[src/rtl/switch_matrix_cfg_loader.sv]
// ---------------------------------------------------------------------------
// switch_matrix_cfg_loader
//
// Loads a framed stream of routing words for a switch-matrix tile. A frame
// has N = 2*NTB + 2*NLR words followed by one checksum word, which is the XOR
// of those N words. All N words are validated and collected in a shadow
// buffer. Only a clean frame with a matching checksum is copied to cfg_out,
// and the copy happens in one step. A rejected frame leaves cfg_out
// unchanged, so the tile is never partially routed.
//
// Word layout (CW = 6): [2:0] source side, [5:3] source index.
//   side 0 = undriven (the index is ignored), 1 = top, 2 = right,
//   3 = bottom, 4 = left, 5..7 = illegal.
//
// Entry order on cfg_out (entry k sits at [k*CW +: CW]):
//   top[0..NTB-1], bottom[0..NTB-1], left[0..NLR-1], right[0..NLR-1]
//
// Ports:
//   clk        rising-edge clock
//   rst        asynchronous, active-high reset
//   start      pulse; opens a new frame (also aborts a frame in progress)
//   clear      pulse; zeroes cfg_out while idle
//   cfg_valid  word valid
//   cfg_data   routing word or checksum word
//   cfg_ready  loader can accept a word
//   cfg_out    active configuration bus
//   busy       frame in progress
//   done       one-cycle pulse on a successful commit
//   err        sticky flag for a rejected frame, cleared by the next start
//   err_code   0 none, 1 illegal field, 2 checksum mismatch, 3 self-loop
//   dbg_state  current FSM state, for observation only
//
// Handshake: a word transfers on a rising edge where cfg_valid && cfg_ready
// are both high. cfg_ready is a register that depends only on the state, and
// never on cfg_valid. It stays high for the whole LOAD/CHECK phase, so the
// loader can take one word per cycle. A cfg_valid while cfg_ready is low is
// ignored.
// ---------------------------------------------------------------------------
module switch_matrix_cfg_loader #(
    parameter int NTB = 5,
    parameter int NLR = 4,
    parameter int CW  = 6
) (
    input  logic                             clk,
    input  logic                             rst,
    input  logic                             start,
    input  logic                             clear,
    input  logic                             cfg_valid,
    input  logic [CW-1:0]                    cfg_data,
    output logic                             cfg_ready,
    output logic [(2*NTB+2*NLR)*CW-1:0]      cfg_out,
    output logic                             busy,
    output logic                             done,
    output logic                             err,
    output logic [1:0]                       err_code,
    output logic [2:0]                       dbg_state
);

    localparam int N    = 2*NTB + 2*NLR;
    localparam int CNTW = $clog2(N + 1);

    localparam logic [2:0] SIDE_NONE   = 3'd0;
    localparam logic [2:0] SIDE_TOP    = 3'd1;
    localparam logic [2:0] SIDE_RIGHT  = 3'd2;
    localparam logic [2:0] SIDE_BOTTOM = 3'd3;
    localparam logic [2:0] SIDE_LEFT   = 3'd4;

    localparam logic [1:0] CODE_NONE     = 2'd0;
    localparam logic [1:0] CODE_ILLEGAL  = 2'd1;
    localparam logic [1:0] CODE_CHECKSUM = 2'd2;
    localparam logic [1:0] CODE_LOOP     = 2'd3;

    typedef enum logic [2:0] {
        S_IDLE   = 3'd0,
        S_LOAD   = 3'd1,
        S_CHECK  = 3'd2,
        S_COMMIT = 3'd3,
        S_ERROR  = 3'd4
    } state_t;

    state_t             state;
    logic [CNTW-1:0]    cnt;
    logic [CW-1:0]      acc;
    logic [1:0]         rec_code;
    logic [CW-1:0]      shadow [N];
    logic [N*CW-1:0]    shadow_flat;

    logic               xfer;
    logic [2:0]         w_side;
    logic [2:0]         w_idx;
    logic [2:0]         own_side;
    logic [2:0]         own_idx;
    logic [1:0]         w_code;

    assign dbg_state = state;
    assign xfer      = cfg_valid && cfg_ready;

    // Flatten the shadow buffer so that a commit is a single wide copy.
    always_comb begin
        shadow_flat = '0;
        for (int k = 0; k < N; k++) begin
            shadow_flat[k*CW +: CW] = shadow[k];
        end
    end

    // Side and index of the pin that the current entry (cnt) configures.
    // The self-loop check compares the incoming word against these.
    always_comb begin
        own_side = SIDE_NONE;
        own_idx  = 3'd0;
        if (int'(cnt) < NTB) begin
            own_side = SIDE_TOP;
            own_idx  = 3'(int'(cnt));
        end else if (int'(cnt) < 2*NTB) begin
            own_side = SIDE_BOTTOM;
            own_idx  = 3'(int'(cnt) - NTB);
        end else if (int'(cnt) < 2*NTB + NLR) begin
            own_side = SIDE_LEFT;
            own_idx  = 3'(int'(cnt) - 2*NTB);
        end else begin
            own_side = SIDE_RIGHT;
            own_idx  = 3'(int'(cnt) - 2*NTB - NLR);
        end
    end

    // Classify the word on cfg_data for the current entry. An undriven
    // source is always legal. The range checks come before the self-loop
    // check, although an out-of-range word can never match an own pin anyway.
    always_comb begin
        w_side = cfg_data[2:0];
        w_idx  = cfg_data[5:3];
        w_code = CODE_NONE;
        case (w_side)
            SIDE_NONE: w_code = CODE_NONE;
            SIDE_TOP, SIDE_BOTTOM: begin
                if (int'(w_idx) >= NTB) begin
                    w_code = CODE_ILLEGAL;
                end
            end
            SIDE_LEFT, SIDE_RIGHT: begin
                if (int'(w_idx) >= NLR) begin
                    w_code = CODE_ILLEGAL;
                end
            end
            default: w_code = CODE_ILLEGAL;
        endcase
        if (w_code == CODE_NONE && w_side != SIDE_NONE &&
            w_side == own_side && w_idx == own_idx) begin
            w_code = CODE_LOOP;
        end
    end

    always_ff @(posedge clk or posedge rst) begin
        if (rst) begin
            state     <= S_IDLE;
            cfg_out   <= '0;
            for (int k = 0; k < N; k++) begin
                shadow[k] <= '0;
            end
            cnt       <= '0;
            acc       <= '0;
            rec_code  <= CODE_NONE;
            cfg_ready <= 1'b0;
            busy      <= 1'b0;
            done      <= 1'b0;
            err       <= 1'b0;
            err_code  <= CODE_NONE;
        end else begin
            done <= 1'b0;
            case (state)
                S_IDLE: begin
                    // start has priority over clear when both arrive together.
                    if (start) begin
                        state     <= S_LOAD;
                        cnt       <= '0;
                        acc       <= '0;
                        rec_code  <= CODE_NONE;
                        err       <= 1'b0;
                        err_code  <= CODE_NONE;
                        cfg_ready <= 1'b1;
                        busy      <= 1'b1;
                    end else if (clear) begin
                        cfg_out <= '0;
                    end
                end

                S_LOAD: begin
                    if (start) begin
                        // Abort and restart the frame. The stale shadow
                        // entries are overwritten before any later commit.
                        cnt      <= '0;
                        acc      <= '0;
                        rec_code <= CODE_NONE;
                    end else if (xfer) begin
                        shadow[cnt] <= cfg_data;
                        acc         <= acc ^ cfg_data;
                        cnt         <= cnt + 1'b1;
                        // The first error of the frame wins.
                        if (rec_code == CODE_NONE) begin
                            rec_code <= w_code;
                        end
                        if (cnt == CNTW'(N - 1)) begin
                            state <= S_CHECK;
                        end
                    end
                end

                S_CHECK: begin
                    if (start) begin
                        state    <= S_LOAD;
                        cnt      <= '0;
                        acc      <= '0;
                        rec_code <= CODE_NONE;
                    end else if (xfer) begin
                        cfg_ready <= 1'b0;
                        busy      <= 1'b0;
                        if (rec_code == CODE_NONE && cfg_data == acc) begin
                            // cfg_out and done are registered on the same
                            // edge, so both are visible in the commit cycle.
                            state   <= S_COMMIT;
                            cfg_out <= shadow_flat;
                            done    <= 1'b1;
                        end else begin
                            state    <= S_ERROR;
                            err      <= 1'b1;
                            err_code <= (rec_code != CODE_NONE) ? rec_code
                                                                : CODE_CHECKSUM;
                        end
                    end
                end

                S_COMMIT: begin
                    state <= S_IDLE;
                end

                S_ERROR: begin
                    state <= S_IDLE;
                end

                default: begin
                    state     <= S_IDLE;
                    cfg_ready <= 1'b0;
                    busy      <= 1'b0;
                end
            endcase
        end
    end

endmodule

[config.mk]
export PLATFORM = sky130hd
export DESIGN_NAME = switch_matrix_cfg_loader
export DESIGN_NICKNAME = d
export VERILOG_FILES = /design/src/rtl/switch_matrix_cfg_loader.sv
export SDC_FILE = /design/constraint.sdc
export NUM_CORES = 1
export LEC_CHECK = 0
export BUFFER_PORTS_ARGS = -buffer_cell sky130_fd_sc_hd__buf_2
export CAP_MARGIN = 10
export CORE_MARGIN = 5
export CORE_UTILIZATION = 53
export CTS_BUF_LIST = sky130_fd_sc_hd__clkbuf_8
export CTS_CLUSTER_SIZE = 25
export DETAILED_ROUTE_END_ITERATION = 10
export PLACE_DENSITY = 0.74
export SYNTH_ARGS = -nofsm -noshare
export SYNTH_HDL_FRONTEND = slang
export SYNTH_SLANG_ARGS = --single-unit
[constraint.sdc]
create_clock -name clk -period 8.05 [get_ports clk]
set_input_delay 0.805 -clock clk [delete_from_list [all_inputs] [get_ports clk]]
set_output_delay 0.805 -clock clk [all_outputs]
set_load 0.005 [all_outputs]
# [Word-level counts from Yosys, hierarchy flattened]
# Index checks and enable logic that the tools add are counted.
[totals] ramBits=0 mem_count=0 output_inout_bits=117 mem_bits_ro=0 reg_bits=237 wordCells=151 in_bits=11 latch_bits=0
[classes] n_lt_le_gt_ge=7 add_sub_neg=4 eq_ne=26 shifts=0 n_div=0 n_mux=58 n_reduce_logical=25 n_mul=0 bitwise_logic=4
[ops] operator="two-way mux 108 bit" count=5
[ops] operator="case mux 108 bit (2 select lines)" count=1
[ops] operator="bitwise mux 108 bit" count=1
[ops] operator="two-way mux 3 bit" count=13
[ops] operator="demux 6 bit (select 5 bit)" count=1
[ops] operator="two-way mux 6 bit" count=4
[ops] operator="!= test 2 bit (second input constant)" count=10
[ops] operator="two-way mux 2 bit" count=9
[ops] operator="two-way mux 5 bit" count=3
[ops] operator="two-way mux 1 bit" count=13
[ops] operator="equality test 3 x 2 -> 1 bit (second input constant)" count=4
[ops] operator="case mux 6 bit (2 select lines)" count=1
[ops] operator="less-than comparator 5 x 4 -> 1 bit (second input constant)" count=2
[ops] operator="case mux 5 bit (2 select lines)" count=1
[ops] operator="AND reduction 5 bit" count=2
[ops] operator="!= test 3 bit (second input constant)" count=3
[ops] operator="case mux 3 bit (3 select lines)" count=1
[ops] operator="case mux 2 bit (2 select lines)" count=2
[ops] operator="AND reduction 4 bit" count=2
[ops] operator="equality test 3 x 1 -> 1 bit (second input constant)" count=2
[ops] operator="equality test 3 bit" count=2
[ops] operator="equality test 3 bit (second input constant)" count=2
[ops] operator="equality test 6 bit" count=1
[ops] operator=">= comparator 3 bit (second input constant)" count=2
[ops] operator="22 further kinds" count=37

# [Logic depth before layout (Yosys ltp)]
# Gate-level depths: netlist of the first run.
[logic_depth] depth_word=12 ltp_mapped=9 depth_no_buf=7

# [Worst setup path after synthesis of the first run]
# Ideal clock, no wire load.
[synth_timing] kind="reg2reg" from="register cnt[2]" to="register rec_code[0]" arrival_ns=2.507 t_required_ns=7.955 setup_slack_ns=5.447 setup_time_ns=0.095 synth_period_minus_slack_ns=2.603 stages_incl_launch_ff=9 path_cell_list="dfrtp_1 clkbuf_1 inv_1 ha_1 or4b_1 o21ai_1 or3b_1 or4_1 o31ai_1"
[synth_between] elab_chain_len=12
[synth_rtl] element="start, declared" line_no="82" text="logic [CNTW-1:0] cnt;"
[synth_rtl] element="start signal, assigned" line_no="197" text="cnt <= cnt + 1'b1;"
[synth_rtl] element="subtractor 3 x 2 -> 3 bit or less-than comparator 5 x 4 -> 1 bit (tied branches)" line_no="119, 122, 117"
[synth_rtl] element="subtractor 3 bit or two-way mux 3 bit (tied branches)" line_no="122, 117"
[synth_rtl] element="two-way mux 3 bit (on tied branches)" line_no="117, 114"
[synth_rtl] element="two-way mux 3 bit (on tied branches)" line_no="114, 111"
[synth_rtl] element="two-way mux 3 bit or equality test 3 bit (tied branches)" line_no="111, 148"
[synth_rtl] element="equality test 3 bit or logical AND 1 bit (tied branches)" line_no="148, 147"
[synth_rtl] element="logical AND 1 bit *" line_no="148" text="w_side == own_side && w_idx == own_idx) begin"
[synth_rtl] element="two-way mux 2 bit *" line_no="147" text="if (w_code == CODE_NONE && w_side != SIDE_NONE &&"
[synth_rtl] element="two-way mux 2 bit *" line_no="199" text="if (rec_code == CODE_NONE) begin"
[synth_rtl] element="two-way mux 2 bit *" line_no="194" text="end else if (xfer) begin"
[synth_rtl] element="two-way mux 2 bit *" line_no="188" text="if (start) begin"
[synth_rtl] element="case mux 2 bit (2 select lines) *" line_no="170" text="case (state)"
[synth_rtl] element="end signal, assigned" line_no="200" text="rec_code <= w_code;"
[synth_rtl] element="end, declared" line_no="84" text="logic [1:0] rec_code;"
# Every way passes the cells marked *; elsewhere a longest branch is shown, timed or not. The select of a mux whose other input is x is not followed.
# A chain may end at the register's enable or synchronous reset.

# [Final worst setup path of the first run]
[layout_timing] from="register cnt[2]" to="register rec_code[1]"
# The elaborated chain is that of the path after synthesis.

==> key figures, run 1 <==
Run status
  – Status: finished, final reports clean

Floorplan
  – IO Pins: 128
  – Core ar.: between 0.015 and 0.02 mm²
  – Die X: 149.3 µm
  – Initial core utilization: 53.40%
  – DIE AREA: 0.02230 mm²
  – Row count: 51
  – Chip height: 149.3 µm

Setup path
  – Slowest stage delay, CP: between 0.5 and 0.6 ns
  – Reg2reg end: rec_code[1]$_DFFE_PP0P_
  – Crit path capture: rec_code[1]$_DFFE_PP0P_
  – Buf/Inv on CP: 1
  – Launch point of the worst reg-to-reg path: cnt[2]$_DFFE_PP0P_
  – Crit Path Category: reg2reg
  – Crit path required time: 8.45 ns
  – Peak fanout along the critical path: 10
  – CP Depth: 7
  – Register-to-Register Path Depth: 7
  – R2r setup slk: 5.25 ns
  – Startpoint Class: flop
  – Crit path max-delay family: simple AND/OR/NAND/NOR gates
  – CP cell instances: inv_1 -> ha_1 -> or4b_1 -> o21ai_1 -> or3b_1 -> or4_1 -> o31ai_1
  – Crit path DAT: between 3 and 4 ns
  – Worst setup EP type: flop
  – Crit. Startpoint: cnt[2]$_DFFE_PP0P_
  – Critical-path top delay cell: dfrtp_1

Drt
  – Post-Route WL: 21330 µm
  – Vias per cell: 5.117
  – Vias: 6801
  – DR WL/cell: 16.05 µm
  – DRT Pass-1 Iters: 5
  – DRC viols: 0
  – Starting DRC count in detailed routing: 332
  – Final antenna-violating net count: 0

Job
  – Max Cap Violations: 0

Pwr
  – Sequential power share: 50.7%
  – Clock share of power: 35.1%
  – Max VDD drop: 147.4 µV
  – Pleak: 0.006529 µW
  – Int Power: 2137 µW
  – PwrDens: 245.4 mW/mm²
  – Switch Pwr: 770.7 µW
  – Combinational share of power: between 10 and 15%
  – Sw Ratio: between 20% and 30%

Layout
  – Finished Layout Cells: 1329
  – Commonest cells after routing, fill and taps aside: dfrtp_1, nand2_1, inv_1, buf_2, mux2i_1
  – Layout area overhead: 15.14%
  – Area of the multi-input gates: 0.003684 mm²
  – Post-Route Utilization: around three fifths
  – N_diodes: 0
  – Layout cells sized above 1: a little over a quarter
  – Design Area, Final: between 0.01 and 0.015 mm²
  – Commonest non-fill, non-tap cell in the layout: dfrtp_1
  – Nets: 1056
  – Sequential cell area: ~0.0059 mm²
  – Fillcell total: 1647

Synth
  – Net Count, Synth: 939
  – Top post-synthesis cells by area: dfrtp_1, mux2i_1, mux2_2
  – Sequential element share of the synthesized area: approximately 58%
  – Synth warn: 0
  – Mapped Area: 0.01029 mm²
  – EDFF count, synth: 0
  – Ys async rst share: 100.0%
  – Post-synth top area cell: dfrtp_1
  – Prevailing post-synth register cell: dfrtp_1
  – Syn Inst Count: 920
  – Synthesized flop and latch total: 237
  – Netlist cell types: 45
  – Post-synth top area share: between 50% and 60%
  – Syn Area/Cell: about 11 µm²

STA
  – Final hold slack: 0.4075 ns
  – RSZ-0062 raised after global routing: no
  – Worst Max-Slew Pin Slew: between 1 and 1.5 ns
  – Final setup fails: 0
  – Post-Route Setup TNS: 0 ns
  – Slew HR: between 20% and 30%
  – Max Clk Rate: roughly 360 MHz
  – Max Clock Skew: 0.02471 ns
  – Final cycle utilization of the critical path: 34.82%
  – Tmin final: 2.803 ns
  – Final hold vios: 0
  – Max-slew violations: 0

GRT
  – GRT Resource Usage Total: between 10% and 20%
  – Largest net degree at the start of global routing: a little over 100
  – Vias in the first global route: 6997
  – First-pass GRT wire length: 35800 µm
  – Antenna violations before repair: 0
  – Total gr overflow: 0

Clock tree
  – Clk slew on worst S/H paths: about 0.06 ns
  – Later-pin clock latency in the skew report: about 0.52 ns
  – Hold-fix buffers at CTS: 0
  – CTS Sinks: 237
  – Num CTS Buffers: 39
  – Post-CTS Setup Inserts: 0
  – Cts repair resizes: 0
  – H-tree lvl count: 2
  – Root Driver: clkbuf_8
  – CTS Buffer Depth: 3
  – CTS tree: built

Placed design
  – Placed insts: about 1300
  – Gp weighted congestion: 0.8758
  – IO buf count: 127
  – Hpwl dp: approximately 13000 µm
  – Placement Cell Area: 0.01108 mm²

Hold path
  – Hold Crit Class: in2async
## power groups by stage
stage | Clock [µW] | Sequential, µW | Combinational, µW
final | 1020 | 1470 | 413
after global routing | 1110 | 1500 | 473
after CTS | 1050 | 1480 | 424
after detailed placement | 0 | 1500 | 423
after global placement | 0 | 1490 | 408
after floorplan | 0 | 1480 | 236
## cell type report
class,instances,area share [%]
well taps,265,2.798
clock inverters,20,0.9081
flip-flops and latches,237,50.05
repair buffers,133,5.744
inverters,119,3.833
multi-input cells,507,31.09
clock buffers,48,5.575
## routing by layer
| metal | vias to the layer above | global-route usage [%] | wire (µm) |
|---|---|---|---|
| li1 | 3235 | - | - |
| met1 | 3372 | 28.04 | 9737 |
| met2 | 164 | 31.00 | 10140 |
| met3 | 30 | 4.102 | 1119 |
| met4 | 0 | 5.172 | 333 |
| met5 | - | 0 | 0 |
## cells by family (layout without fill, tap and decap cells)
logic type,Yosys count,in the layout,share of synthesized area [%]
DFF,237,237,57.63
and+or+nand+nor,223,223,9.605
muxes,200,200,20.56
buffers and inverters,176,320,6.650
AOI/OAI and AO/OA,66,66,3.733
xor gates and xnor gates,10,10,0.8511
adders and majority gates,8,8,0.9727
## through the flow
stage / power [µW] / setup WS [ns]
after floorplan: 1718 / 0.7420
after global placement: 1900 / 4.943
after detailed placement: 1919 / 4.854
after CTS: 2948 / 5.261
after global routing: 3079 / 5.098
final: 2908 / 5.247
## state kept, by name (all words and copies together), names as in the netlist
name and flops:
shadow 108, done 1, cfg_out 108, acc 6, err_code 2, cnt 5
rec_code 2, busy 1, err 1, dbg_state 3
## cell usage after synthesis (2+ instances only)
cell,n
a21oi_1,7
xnor2_1,9
or4_1,3
buf_1,2
clkbuf_1,40
o21ai_0,40
mux2i_1,109
o211ai_1,3
o31ai_1,4
buf_2,13
dfrtp_1,237
nand2_1,145
and3_1,4
a211oi_1,2
nor2b_1,7
nor2_1,14
o32ai_1,2
and2_1,3
nor3_1,7
nand2b_1,4
nand4_1,2
nand3_1,22
nor3b_1,3
inv_1,119
mux2_2,91
ha_1,8
buf_4,2
## worst min path at each step
stage	start	end	slack (ns)	cells after the start
2_1_floorplan	shadow[100]$_DFFE_PP0P_	shadow[100]$_DFFE_PP0P_	0.45	2
3_3_place_gp	shadow[52]$_DFFE_PP0P_	shadow[52]$_DFFE_PP0P_	0.46	2
3_5_place_dp	shadow[70]$_DFFE_PP0P_	shadow[70]$_DFFE_PP0P_	0.47	2
4_1_cts	rst	cfg_out[54]$_DFFE_PP0P_	0.43	2
5_1_grt	rst	cfg_out[52]$_DFFE_PP0P_	0.46	2
6_report	rst	cfg_out[52]$_DFFE_PP0P_	0.41	2
(Power assumes the default switching activity.)
==> run 2: changes to the inputs <==
- clock period: 8.05 -> 2.8 ns (I/O delays scaled with it)
==> run 2 against run 1 <==
Combinational power grew to 3.0 times the previous value. Total power grew to 2.9 times the previous value. Hold slack worse by 0.37 ns. Largest power group unchanged. Clock power grew to 2.9 times the previous value. Sequential share of layout area is 0.81 points lower.
==> key figures, run 2 (synthesized netlist as in run 1, its figures left out) <==
STA
  – Final hold vios: 0 (unchanged)
  – Tmin final: 2.622 ns (was 2.803 ns)
  – Final hold slack: 0.03855 ns (was 0.4075 ns)
  – Post-Route Setup TNS: 0 ns (unchanged)
  – Max-slew violations: 0 (unchanged)
  – Slew HR: 54.09% (was 29.96%)
  – Worst Max-Slew Pin Slew: 0.6834 ns (was 1.051 ns)
  – Max Clk Rate: 381.3 MHz (was 356.8 MHz)
  – Final cycle utilization of the critical path: 93.66% (was 34.82%)
  – Setup ws final: 0.1775 ns (was 5.247 ns)
  – RSZ-0062 raised after global routing: no (unchanged)
  – Max Clock Skew: 0.01103 ns (was 0.02471 ns)
  – Final setup fails: 0 (unchanged)

Floorplan
  – DIE AREA: 0.02230 mm² (unchanged)
  – Core ar.: 0.01927 mm² (unchanged)
  – Initial core utilization: 53.40% (unchanged)
  – Die X: 149.3 µm (unchanged)
  – Row count: 51 (unchanged)
  – Chip height: 149.3 µm (unchanged)
  – IO Pins: 128 (unchanged)

Layout
  – Layout cells sized above 1: 27.66% (was 26.50%)
  – N_diodes: 0 (unchanged)
  – Layout area overhead: 17.03% (was 15.14%)
  – Biggest regs: cfg_out (108), shadow (108), acc (6) (unchanged)
  – Fillcell total: 1607 (was 1647)
  – Sequential cell area: 0.005931 mm² (unchanged)
  – Commonest non-fill, non-tap cell in the layout: dfrtp_1 (unchanged)
  – Nets: 1071 (was 1056)
  – Commonest cells after routing, fill and taps aside: dfrtp_1, nand2_1, inv_1, buf_2, mux2i_1 (unchanged)
  – Area of the multi-input gates: 0.003684 mm² (unchanged)
  – Post-Route Utilization: 62.50% (was 61.49%)

Drt
  – DR WL/cell: 16.04 µm (was 16.05 µm)
  – DRC viols: 0 (unchanged)
  – Final antenna-violating net count: 0 (unchanged)
  – Vias: 6860 (was 6801)
  – DRT Pass-1 Iters: 5 (unchanged)
  – Starting DRC count in detailed routing: 417 (was 332)
  – Vias per cell: 5.097 (was 5.117)
  – Post-Route WL: 21590 µm (was 21330 µm)

Setup path
  – Crit path required time: 3.22 ns (was 8.45 ns)
  – Register-to-Register Path Depth: 7 (unchanged)
  – Worst setup EP type: flop (unchanged)
  – Peak fanout along the critical path: 6 (was 10)
  – Startpoint Class: flop (unchanged)
  – Crit Path Category: reg2reg (unchanged)
  – Crit path DAT: 3.05 ns (was 3.20 ns)

Clock tree
  – Root Driver: clkbuf_8 (unchanged)
  – Clk slew on worst S/H paths: 0.06 ns (about the same)
  – CTS tree: built (unchanged)
  – Post-CTS Setup Inserts: 0 (unchanged)
  – CTS Sinks: 237 (unchanged)
  – Num CTS Buffers: 40 (was 39)
  – CTS Buffer Depth: 3 (unchanged)
  – Later-pin clock latency in the skew report: 0.52 ns (about the same)
  – H-tree lvl count: 2 (unchanged)

GRT
  – Total gr overflow: 0 (unchanged)
  – Busiest layer in global routing: met2 (unchanged)
  – Largest net degree at the start of global routing: 103 (was 101)
  – Vias in the first global route: 7015 (was 6997)
  – Met2 Use GR: 32.33% (was 31.00%)
  – Met3 global-route usage: 3.798% (was 4.102%)
  – GRT Resource Usage Total: 19.99% (was 19.65%)
  – First-pass GRT wire length: 36090 µm (was 35800 µm)
  – GR Layer Usage met1: 28.17% (was 28.04%)
  – Antenna violations before repair: 0 (unchanged)

Placed design
  – Gp weighted congestion: 0.8764 (was 0.8758)
  – DP Worst Slack: 0.1646 ns (was 4.854 ns)
  – Hpwl dp: 14050 µm (was 13470 µm)
  – IO buf count: 127 (unchanged)

Pwr
  – Max VDD drop: 374.3 µV (was 147.4 µV)
  – PwrDens: 701.0 mW/mm² (was 245.4 mW/mm²)
  – Pleak: 0.006625 µW (was 0.006529 µW)

Run status
  – Status: finished, final reports clean (unchanged)

Hold path
  – Hold depth: 2
  – Hold Crit Class: in2reg (was in2async)

Job
  – Max Cap Violations: 0 (unchanged)
-- run 2: cell count changes in the layout (fill, tap and decap cells not counted) --
cell / change
buf_12: +5
buf_4: +8
bufinv_16: -1
clkbuf_8: +4
clkinvlp_4: +2
dlygate4sd3_1: +1
inv_1: -1
inv_8: -1
-- run 2: worst paths after layout --
kind                                             start                       end  slack (ns)
worst max-delay path                cnt[1]$_DFFE_PP0P_   rec_code[1]$_DFFE_PP0P_        0.18
worst max register to register      cnt[1]$_DFFE_PP0P_   rec_code[1]$_DFFE_PP0P_        0.18
min in group asynchronous                          rst   cfg_out[66]$_DFFE_PP0P_        0.20
worst min register to register  shadow[40]$_DFFE_PP0P_    shadow[40]$_DFFE_PP0P_        0.48
worst min-delay path                             start  dbg_state[1]$_DFFE_PP0P_        0.04
max in group asynchronous                          rst    shadow[97]$_DFFE_PP0P_        1.73
-- run 2: critical path, stage by stage (launching register included) --
cell	delay, ns
dfrtp_1	0.44
inv_1	0.09
ha_1	0.23
or4b_1	0.54
o21ai_1	0.13
or3b_1	0.34
or4_1	0.53
o31ai_1	0.22
-- run 2: timing repair --
item	CTS	global route
endpoints found under the hold margin	86	0
hold buffers	1	0
resized for setup	0	0
-- run 2: per-stage QoR --
stage,std cells,total power (µW),cell area (µm²)
floorplan,920,4941,10290
global placement,1274,5482,11240
detailed placement,1274,5549,11240
CTS,1346,8562,12040
global route,1346,8932,12040
finish,1346,8442,12040
-- run 2: where the power goes --
part / internal (µW) / switching (µW)
Sequential: 3930 / 293
Combinational: 601 / 632
Clock: 1660 / 1320
-- run 2: cell type report --
class,count,share of cell area [%]
Timing Repair Buffer,147,7.064
Inverter,119,3.740
Tap cell,265,2.753
Multi-Input combinational cell,507,30.58
Clock buffer,52,5.942
Clock inverter,19,0.6753
Sequential cell,237,49.24
-- run 2: layer usage --
layer / part of all wire (%) / routed length [µm]
met1: 45 / 9797
met2: 48 / 10380
met3: 5.2 / 1132
met4: 1.3 / 277
met5: 0 / 0
==> run 3: changes to the inputs <==
- CORE_UTILIZATION: 53 -> 35
- PLACE_DENSITY: 0.74 -> unset
==> run 3 against run 2 <==
Core utilization decreased by 20 points. Highest routed layer is now met5. Hold slack gained 0.0071 ns. Critical path type unchanged. Clock skew increased by 0.0026 ns. First-iteration DRC count decreased by 8.9%. Critical endpoint unchanged. Largest power group unchanged. Routed wire length rose by 8.8%. Final cell count increased by 8.7%.
==> key figures, run 3 (synthesized netlist as in run 1, its figures left out) <==
GRT
  – Total gr overflow: 0 (unchanged)
  – First-pass GRT wire length: 39340 µm (was 36090 µm)
  – Antenna violations before repair: 1 (was 0)
  – Largest net degree at the start of global routing: 90 (was 103)
  – Vias in the first global route: 7253 (was 7015)
  – GRT Resource Usage Total: 14.54% (was 19.99%)

Pwr
  – Pleak: 0.006634 µW (was 0.006625 µW)
  – Pwr Total: 8424 µW (was 8442 µW)
  – PwrDens: 689.7 mW/mm² (was 701.0 mW/mm²)
  – Max VDD drop: 311.5 µV (was 374.3 µV)

Layout
  – N_diodes: 0 (unchanged)
  – Biggest regs: cfg_out (108), shadow (108), acc (6) (unchanged)
  – Commonest non-fill, non-tap cell in the layout: dfrtp_1 (unchanged)
  – Post-Route Utilization: 42.33% (was 62.50%)
  – Fillcell total: 2864 (was 1607)
  – Commonest cells after routing, fill and taps aside: dfrtp_1, nand2_1, inv_1, buf_2, mux2i_1 (unchanged)
  – Design Area, Final: 0.01222 mm² (was 0.01204 mm²)
  – Layout cells sized above 1: 27.80% (was 27.66%)
  – Layout area overhead: 18.70% (was 17.03%)
  – Nets: 1075 (was 1071)

Placed design
  – Gp weighted congestion: 0.7760 (was 0.8764)
  – Hpwl dp: 15210 µm (was 14050 µm)
  – IO buf count: 127 (unchanged)
  – Placement Cell Area: 0.01143 mm² (was 0.01124 mm²)

STA
  – Tmin final: 2.674 ns (was 2.622 ns)
  – Final hold vios: 0 (unchanged)
  – Final cycle utilization of the critical path: 95.50% (was 93.66%)
  – Worst Max-Slew Pin Slew: 0.5607 ns (was 0.6834 ns)
  – Max Clk Rate: 374.0 MHz (was 381.3 MHz)
  – RSZ-0062 raised after global routing: no (unchanged)
  – Slew HR: 62.33% (was 54.09%)
  – Max-slew violations: 0 (unchanged)
  – Final hold slack: 0.04567 ns (was 0.03855 ns)
  – Final setup fails: 0 (unchanged)
  – Max Clock Skew: 0.01360 ns (was 0.01103 ns)

Floorplan
  – Die X: 181.5 µm (was 149.3 µm)
  – Core ar.: 0.02886 mm² (was 0.01927 mm²)
  – Row count: 62 (was 51)
  – Chip height: 181.5 µm (was 149.3 µm)
  – Initial core utilization: 35.66% (was 53.40%)
  – IO Pins: 128 (unchanged)
  – DIE AREA: 0.03293 mm² (was 0.02230 mm²)

Drt
  – DR WL/cell: 16.05 µm (was 16.04 µm)
  – DRT Pass-1 Iters: 5 (unchanged)
  – DRC viols: 0 (unchanged)
  – Final antenna-violating net count: 0 (unchanged)
  – Vias per cell: 4.707 (was 5.097)
  – Vias: 6886 (was 6860)
  – Post-Route WL: 23480 µm (was 21590 µm)
  – Starting DRC count in detailed routing: 380 (was 417)

Clock tree
  – CTS Sinks: 237 (unchanged)
  – Root Driver: clkbuf_8 (unchanged)
  – H-tree lvl count: 2 (unchanged)
  – CTS Buffer Depth: 3 (unchanged)
  – Num CTS Buffers: 41 (was 40)
  – CTS tree: built (unchanged)
  – Clk slew on worst S/H paths: 0.06 ns (about the same)
  – Post-CTS Setup Inserts: 0 (unchanged)
  – Later-pin clock latency in the skew report: 0.52 ns (about the same)

Setup path
  – Worst setup EP type: flop (unchanged)
  – Startpoint Class: flop (unchanged)
  – CP cell instances: inv_1 -> ha_1 -> or4b_1 -> o21ai_1 -> or3b_1 -> or4_1 -> o31ai_2 (was inv_1 -> ha_1 -> or4b_1 -> o21ai_1 -> or3b_1 -> or4_1 -> o31ai_1)
  – Crit path required time: 3.21 ns (was 3.22 ns)
  – Peak fanout along the critical path: 6 (unchanged)
  – Crit path max-delay family: simple AND/OR/NAND/NOR gates (unchanged)
  – Crit Path Category: reg2reg (unchanged)
  – Buf/Inv on CP: 1 (unchanged)
  – Crit path DAT: 3.09 ns (was 3.05 ns)
  – Slowest stage delay, CP: 0.55 ns (was 0.54 ns)
  – Critical-path top delay cell: or4b_1 (unchanged)

Run status
  – Status: finished, final reports clean (unchanged)

Job
  – Max Cap Violations: 0 (unchanged)

Hold path
  – Hold Crit Class: in2reg (unchanged)
==> run 3: layout make-up <==
type	count	area [µm²]	share of cell area [%]
Multi-Input combinational cell	507	3694	30.24
Sequential cell	237	5932	48.56
Timing Repair Buffer	150	898.4	7.354
Clock inverter	18	100.1	0.8194
Inverter	119	450.4	3.687
Clock buffer	48	660.6	5.408
Tap cell	384	480.5	3.933
==> run 3: path summary, 6_finish.rpt <==
check / startpoint / end / slack, ns / cells past startpoint
max in group asynchronous: rst / cfg_out[8]$_DFFE_PP0P_ / 1.63 / 4
max reg2reg: cnt[2]$_DFFE_PP0P_ / rec_code[1]$_DFFE_PP0P_ / 0.13 / 7
min in group asynchronous: rst / cfg_out[66]$_DFFE_PP0P_ / 0.33 / 3
min reg2reg: shadow[52]$_DFFE_PP0P_ / shadow[52]$_DFFE_PP0P_ / 0.48 / 2
min: start / dbg_state[1]$_DFFE_PP0P_ / 0.05 / 2
max: cnt[2]$_DFFE_PP0P_ / rec_code[1]$_DFFE_PP0P_ / 0.13 / 7
==> run 3: routing by layer <==
layer  GRT usage [%]  wire length (µm)  vias to the layer above
li1                -                 -                     3269
met1           20.38             11170                     3424
met2           23.05             10780                      152
met3           3.141              1133                       39
met4           3.813               391                        2
met5               0                 7                        -
==> run 3: repair_timing <==
action / 4_1_cts / 5_1_grt
hold buffers: 1 / 0
gates resized for setup: 0 / 3
hold endpoints to repair: 10 / 0
endpoints found under the setup margin: 0 / 2
==> run 3: stage by stage <==
step | cells | setup WS [ns] | TNS [ns]
global placement | 1396 | 0.2126 | 0
finish | 1463 | 0.1260 | 0
floorplan | 920 | -0.5859 | -138.85
global route | 1463 | 0.02683 | 0
CTS | 1463 | 0.09489 | 0
detailed placement | 1396 | 0.1284 | 0
==> run 3: worst register-to-register path: stages (launching register included) <==
cell	delay [ns]
dfrtp_1	0.43
inv_1	0.12
ha_1	0.21
or4b_1	0.55
o21ai_1	0.14
or3b_1	0.34
or4_1	0.55
o31ai_2	0.22
==> run 3: power by group <==
part           switching, µW  internal (µW)  total, µW  leakage (µW)
Sequential               289           3930       4220       0.00316
Clock                   1340           1630       2970      0.000448
Combinational            629            605       1230       0.00303
